**src/rtl/fpu_addsub.sv**
```systemverilog
// Multi-cycle binary32 add/subtract unit. Operands come from the f-register file,
// and the result goes back to it as a one-cycle write-back pulse. Denormals are flushed to zero.
module fpu_addsub #(
    parameter int unsigned WIDTH = 32,
    parameter int unsigned DEPTH = 5
) (
    input  logic             clk,
    input  logic             rstn,
    input  logic             in_valid,
    output logic             in_ready,
    input  logic             op,
    input  logic [WIDTH-1:0] a,
    input  logic [WIDTH-1:0] b,
    input  logic [DEPTH-1:0] rd_tag,
    output logic             busy,
    output logic             wb_we,
    output logic [DEPTH-1:0] wb_wa,
    output logic [WIDTH-1:0] wb_wd
);

    localparam int unsigned EW = 8;
    localparam int unsigned FW = 23;
    localparam int unsigned MW = FW + 1;
    localparam int unsigned AW = MW + 3;
    localparam logic [31:0] QNAN = 32'h7FC0_0000;

    typedef enum logic [2:0] {IDLE, UNPACK, ALIGN, ADD, NORM} state_t;

    state_t          state;
    logic [31:0]     a_r, b_r;
    logic [DEPTH-1:0] tag_r;
    logic            spec_r, sgn_r, eff_sub_r;
    logic [31:0]     spec_val_r;
    logic [EW-1:0]   exp_r, diff_r;
    logic [MW-1:0]   m_big_r, m_small_r;
    logic [AW-1:0]   al_big_r, al_small_r;
    logic [AW:0]     sum_r;

    assign in_ready = rstn && (state == IDLE);
    assign busy     = (state != IDLE);

    // Unpack and classify; denormals count as zero
    logic          sa, sb, za, zb, ia, ib, na, nb, a_ge;
    logic [EW-1:0] ea, eb;
    logic [FW-1:0] fa, fb;
    logic          spec_c;
    logic [31:0]   spec_val_c;

    assign {sa, ea, fa} = a_r;
    assign {sb, eb, fb} = b_r;
    assign za   = (ea == '0);
    assign zb   = (eb == '0);
    assign ia   = (ea == '1) && (fa == '0);
    assign ib   = (eb == '1) && (fb == '0);
    assign na   = (ea == '1) && (fa != '0);
    assign nb   = (eb == '1) && (fb != '0);
    assign a_ge = (a_r[30:0] >= b_r[30:0]);

    always_comb begin
        spec_c     = 1'b1;
        spec_val_c = '0;
        if (na || nb)     spec_val_c = QNAN;
        else if (ia && ib) spec_val_c = (sa != sb) ? QNAN : {sa, 8'hFF, 23'h0};
        else if (ia)      spec_val_c = {sa, 8'hFF, 23'h0};
        else if (ib)      spec_val_c = {sb, 8'hFF, 23'h0};
        else if (za && zb) spec_val_c = {sa & sb, 31'h0};
        else if (za)      spec_val_c = b_r;
        else if (zb)      spec_val_c = a_r;
        else              spec_c     = 1'b0;
    end

    // Alignment: smaller significand shifted into a 27-bit field with G/R/sticky
    logic [50:0]   sh;
    logic [AW-1:0] al_small_c;

    always_comb begin
        sh = {m_small_r, 27'b0} >> diff_r;
        if (diff_r >= 8'd27) al_small_c = AW'(1);
        else                 al_small_c = {sh[50:25], sh[24] | (|sh[23:0])};
    end

    // Normalise, round to nearest even and pack
    logic [4:0]        lz;
    logic [AW-1:0]     nm;
    logic signed [9:0] ne, ne2;
    logic              up;
    logic [MW:0]       rm;
    logic [FW-1:0]     frac;
    logic [31:0]       res_c;

    always_comb begin
        lz = 5'd27;
        for (int i = 0; i < 27; i++) begin
            if (sum_r[i]) lz = 5'(26 - i);
        end
        if (sum_r[AW]) begin
            nm = {sum_r[AW:2], sum_r[1] | sum_r[0]};
            ne = 10'(exp_r) + 10'sd1;
        end else begin
            nm = sum_r[AW-1:0] << lz;
            ne = 10'(exp_r) - 10'(lz);
        end
        up   = nm[2] & (nm[1] | nm[0] | nm[3]);
        rm   = {1'b0, nm[AW-1:3]} + (MW+1)'(up);
        ne2  = rm[MW] ? ne + 10'sd1 : ne;
        frac = rm[MW] ? rm[MW-1:1] : rm[FW-1:0];
        if (spec_r)               res_c = spec_val_r;
        else if (sum_r == '0)     res_c = '0;
        else if (ne <= 10'sd0)    res_c = {sgn_r, 31'h0};
        else if (ne2 >= 10'sd255) res_c = {sgn_r, 8'hFF, 23'h0};
        else                      res_c = {sgn_r, ne2[7:0], frac};
    end

    always_ff @(posedge clk) begin
        if (!rstn) begin
            state      <= IDLE;
            a_r        <= '0;
            b_r        <= '0;
            tag_r      <= '0;
            spec_r     <= 1'b0;
            spec_val_r <= '0;
            sgn_r      <= 1'b0;
            eff_sub_r  <= 1'b0;
            exp_r      <= '0;
            diff_r     <= '0;
            m_big_r    <= '0;
            m_small_r  <= '0;
            al_big_r   <= '0;
            al_small_r <= '0;
            sum_r      <= '0;
            wb_we      <= 1'b0;
            wb_wa      <= '0;
            wb_wd      <= '0;
        end else begin
            wb_we <= 1'b0;
            case (state)
                IDLE: if (in_valid) begin
                    a_r   <= a;
                    b_r   <= {b[31] ^ op, b[30:0]};
                    tag_r <= rd_tag;
                    state <= UNPACK;
                end
                UNPACK: begin
                    spec_r     <= spec_c;
                    spec_val_r <= spec_val_c;
                    sgn_r      <= a_ge ? sa : sb;
                    eff_sub_r  <= sa ^ sb;
                    exp_r      <= a_ge ? ea : eb;
                    diff_r     <= a_ge ? ea - eb : eb - ea;
                    m_big_r    <= a_ge ? {1'b1, fa} : {1'b1, fb};
                    m_small_r  <= a_ge ? {1'b1, fb} : {1'b1, fa};
                    state      <= ALIGN;
                end
                ALIGN: begin
                    al_big_r   <= {m_big_r, 3'b000};
                    al_small_r <= al_small_c;
                    state      <= ADD;
                end
                ADD: begin
                    sum_r <= eff_sub_r ? {1'b0, al_big_r} - {1'b0, al_small_r}
                                       : {1'b0, al_big_r} + {1'b0, al_small_r};
                    state <= NORM;
                end
                NORM: begin
                    wb_we <= 1'b1;
                    wb_wa <= tag_r;
                    wb_wd <= res_c;
                    state <= IDLE;
                end
                default: state <= IDLE;
            endcase
        end
    end

endmodule

```
**config.mk**
```make
export PLATFORM = sky130hd
export DESIGN_NAME = fpu_addsub
export DESIGN_NICKNAME = d
export VERILOG_FILES = /design/src/rtl/fpu_addsub.sv
export SDC_FILE = /design/constraint.sdc
export NUM_CORES = 1
export LEC_CHECK = 0
export BUFFER_PORTS_ARGS = -buffer_cell sky130_fd_sc_hd__buf_2
export CAP_MARGIN = 5
export CORE_UTILIZATION = 45
export DETAILED_ROUTE_END_ITERATION = 16
export GPL_TIMING_DRIVEN = 0
export SYNTH_ARGS = -nofsm -noshare
export SYNTH_HDL_FRONTEND = slang
export SYNTH_SLANG_ARGS = --single-unit
export TNS_END_PERCENT = 50
```
**constraint.sdc**
```tcl
create_clock -name clk -period 12.2 [get_ports clk]
set_clock_uncertainty 0.1 [all_clocks]
set_input_delay 1.22 -clock clk [delete_from_list [all_inputs] [get_ports clk]]
set_output_delay 1.22 -clock clk [all_outputs]
set_load 0.005 [all_outputs]
```
==> flow_metrics.py <==
metrics = {
    "status": {
        "status": "finished clean",
    },
    "sta": {
        "maxSlewHeadroom": 0.132,
        "slew_viol_final": 0,
        "worstMarginPinSlew_ns": 1.28,
        "fin_hold_ws_ns": 0.357,
        "timing.fmax_mhz": 136,
        "timing.final.crit_share": 0.604,
        "setup_tns_ns": 0,
        "rsz0062_at_grt": "no",
        "min_period_ns": 7.37,
        "setup_viol_count_final": 0,
        "finalHoldViolCount": 0,
    },
    "critical_path": {
        "cp-start-kind": "register",
        "critical_path.endpoint_type": "register",
        "critical_path_arrival_ns": 7.67,
        "cpMostUsedCell": "nand2b_1",
        "critPathMaxFanout": 10,
        "cpMaxStageDelayCell": "buf_1",
        "critPathMaxStageDelay_ns": 0.64,
        "cpLargestDelayFamily": "simple AND/OR/NAND/NOR gates",
        "worstPathRequired_ns": 12.50,
        "worst-path-buf-inv": 5,
        "crit_type": "register to register",
    },
    "final_layout": {
        "syn2layout_area_growth_pct": 12.4,
        "antennaDiodeCount": 0,
        "final_nets": 3001,
        "final_cells": 3435,
        "drive_gt1_frac": 0.0811,
        "n_fill_cell": 4472,
    },
    "clock_tree": {
        "cts-root-buf": "clkbuf_16",
        "cts_max_level": 2,
        "hold_buffers": 0,
        "cts_tree": "built",
        "ctsResizeCount": 0,
        "post-cts-setup-buffer-count": 0,
        "clk_pin_slew_worst_paths_ns": 0.06,
        "cts_buffer_depth": 3,
        "clk_latency_ns": 0.56,
        "cts_sinks": 287,
        "cts_buffers": 34,
    },
    "floorplanning": {
        "row_count": 76,
        "dieHeight_um": 212,
        "num_io_pins": 113,
        "die_w_um": 212,
        "start_util": 0.458,
        "die_area_um2": 44800,
        "core_region_area_um2": 43200,
    },
    "placement": {
        "dpl.hpwl_mm": 62.6,
        "portBuffers": 112,
        "dp.cells": 3376,
        "gp_congestion": 1.01,
    },
    "drt": {
        "drt_iter0_drc": 1969,
        "wire_per_inst_um": 23.0,
        "totalWireLength_mm": 78.9,
        "drc_errors": 0,
        "drt-pass1-iter-count": 6,
        "ant_nets": 0,
        "vias": 21000,
        "viasPerCell": 6.11,
    },
    "global_routing": {
        "antenna_found_initial": 0,
        "grt_usage": 0.350,
        "grt_remaining_overflow": 0,
        "grt_pass1_vias": 20200,
        "grt_pass1_wl_mm": 120,
        "grt_max_degree": 14,
    },
    "synth": {
        "synth-async-reset-ratio": 0,
        "synth_edf_count": 0,
        "synth_cell_type_count": 94,
        "synth_fp_nets": 2853,
        "synth_seq_cells": 287,
        "yosys_warnings": 0,
        "ys.flop_type": "dfxtp_1",
        "synth_area_per_cell_um2": 7.38,
        "syn_inst": 2679,
        "netlist_area_um2": 19800,
        "seq_area_frac_synth": 0.291,
    },
    "pwr": {
        "power_density_nw_per_um2": 161,
        "vdd_ir_drop_max_v": 0.000105,
        "p_leak_nw": 8.49,
    },
    "min_path": {
        "hold_path_class": "register to register",
    },
    "flow_run": {
        "maxCapViolCount": 0,
    },
}
==> state kept, by name (all words and copies together), names as in the netlist <==
name        count
a_r            32
al_big_r       24
al_small_r     27
b_r            32
diff_r          8
eff_sub_r       1
exp_r           8
m_big_r        24
m_small_r      23
sgn_r           1
spec_r          1
spec_val_r     32
state           3
sum_r          28
tag_r           5
wb_wa           5
wb_wd          32
wb_we           1
==> synthesized netlist by cell type, drive strengths merged, types with 12 or more instances <==
cell type  instances  area share
a211oi           103       0.039
a21o              16      0.0061
a21oi            314       0.080
a22oi             49       0.019
and2              14      0.0044
and3              37       0.012
buf               29      0.0070
clkbuf           165       0.031
dfxtp            287        0.29
ha                97       0.061
inv              118       0.022
mux2i             74       0.037
mux4              12       0.014
nand2            330       0.063
nand2b            19      0.0060
nand3             72       0.018
nand4             24      0.0084
nor2             335       0.064
nor2b             25      0.0079
nor3              59       0.015
nor4              37       0.014
o211ai            21      0.0080
o21a              12      0.0046
o21ai            115       0.029
o2bb2ai           21      0.0093
o31ai             25      0.0095
or3               18      0.0059
xnor2             41       0.018
xor2              19      0.0084
==> worst reg2reg max path, stage by stage (launching register included) <==
cell	delay, ns
dfxtp_1	0.30
clkbuf_1	0.57
nand2b_1	0.20
a221oi_1	0.09
nor3_1	0.29
o211a_2	0.38
nor2_1	0.13
inv_2	0.21
clkbuf_1	0.59
buf_1	0.65
ha_1	0.32
nor2b_1	0.05
o21ai_0	0.17
nand2b_1	0.12
a21o_1	0.20
nand2_1	0.08
a21oi_1	0.08
xnor2_1	0.56
nand2b_1	0.24
or4_1	0.54
a21oi_1	0.15
o21ba_2	0.20
nor4_4	0.52
nor3_2	0.13
buf_2	0.23
o2bb2ai_1	0.15
==> path summary, 6_finish.rpt <==
check             endpoint  slack (ns)  cells past startpoint  startpoint
hold reg to reg   wb_wa[2]        0.36                      2    wb_wa[2]
setup / recovery  wb_wd[8]        4.83                     25   sum_r[13]
hold / removal    wb_wa[2]        0.36                      2    wb_wa[2]
setup reg to reg  wb_wd[8]        4.83                     25   sum_r[13]
==> routing by layer <==
layer  up-vias  track usage  part of all wire
met1      9980        0.457              0.44
met5         -            0                 0
met4         0        0.159             0.047
met2       881        0.570              0.45
li1       9933            -                 -
met3       209       0.0493             0.064
==> power by group <==
| group | total, W | switching (W) | internal [W] |
|---|---|---|---|
| combinational | 0.00144 | 0.000972 | 0.000466 |
| clock | 0.00107 | 0.000427 | 0.000643 |
| sequential | 0.00107 | 0.0000774 | 0.000996 |
| total | 0.00358 | 0.00148 | 0.00210 |
==> placed cells by master, fill, tap and decap left out, types with 72 or more instances in the layout <==
| cell type | n |
|---|---|
| a211oi_1 | 102 |
| a21oi_1 | 314 |
| buf_2 | 120 |
| clkbuf_1 | 167 |
| dfxtp_1 | 287 |
| ha_1 | 97 |
| inv_1 | 115 |
| mux2i_1 | 74 |
| nand2_1 | 330 |
| nand3_1 | 72 |
| nor2_1 | 334 |
| o21ai_0 | 110 |
==> layout make-up <==
cell class / count / area (um^2) / area share
inverter: 120 / 450 / 0.0203
timing repair buffer: 112 / 561 / 0.0252
sequential: 287 / 5750 / 0.259
multi-input combinational: 2078 / 12800 / 0.577
clock inverter: 15 / 206 / 0.00929
buffer: 194 / 758 / 0.0341
tap: 585 / 732 / 0.0329
clock buffer: 44 / 958 / 0.0431
==> cell families after synthesis <==
kind of cell / synth area share
compound gates: 0.264
xor+xnor: 0.0266
fa+ha+maj: 0.0655
buf+inv: 0.0611
flops: 0.291
mux: 0.0574
simple gates: 0.234
==> metrics by stage <==
step | utilization | worst slack [ns] | power, W | area (um^2)
after floorplan | - | 6.90 | 0.00203 | 19800
after global placement | 0.488 | 5.18 | 0.00248 | 21100
after detailed placement | 0.488 | 5.16 | 0.00248 | 21100
after CTS | 0.515 | 5.10 | 0.00355 | 22200
after global routing | 0.515 | 4.53 | 0.00373 | 22200
final | 0.515 | 4.83 | 0.00358 | 22200
Power figures use the tool's default switching activity.
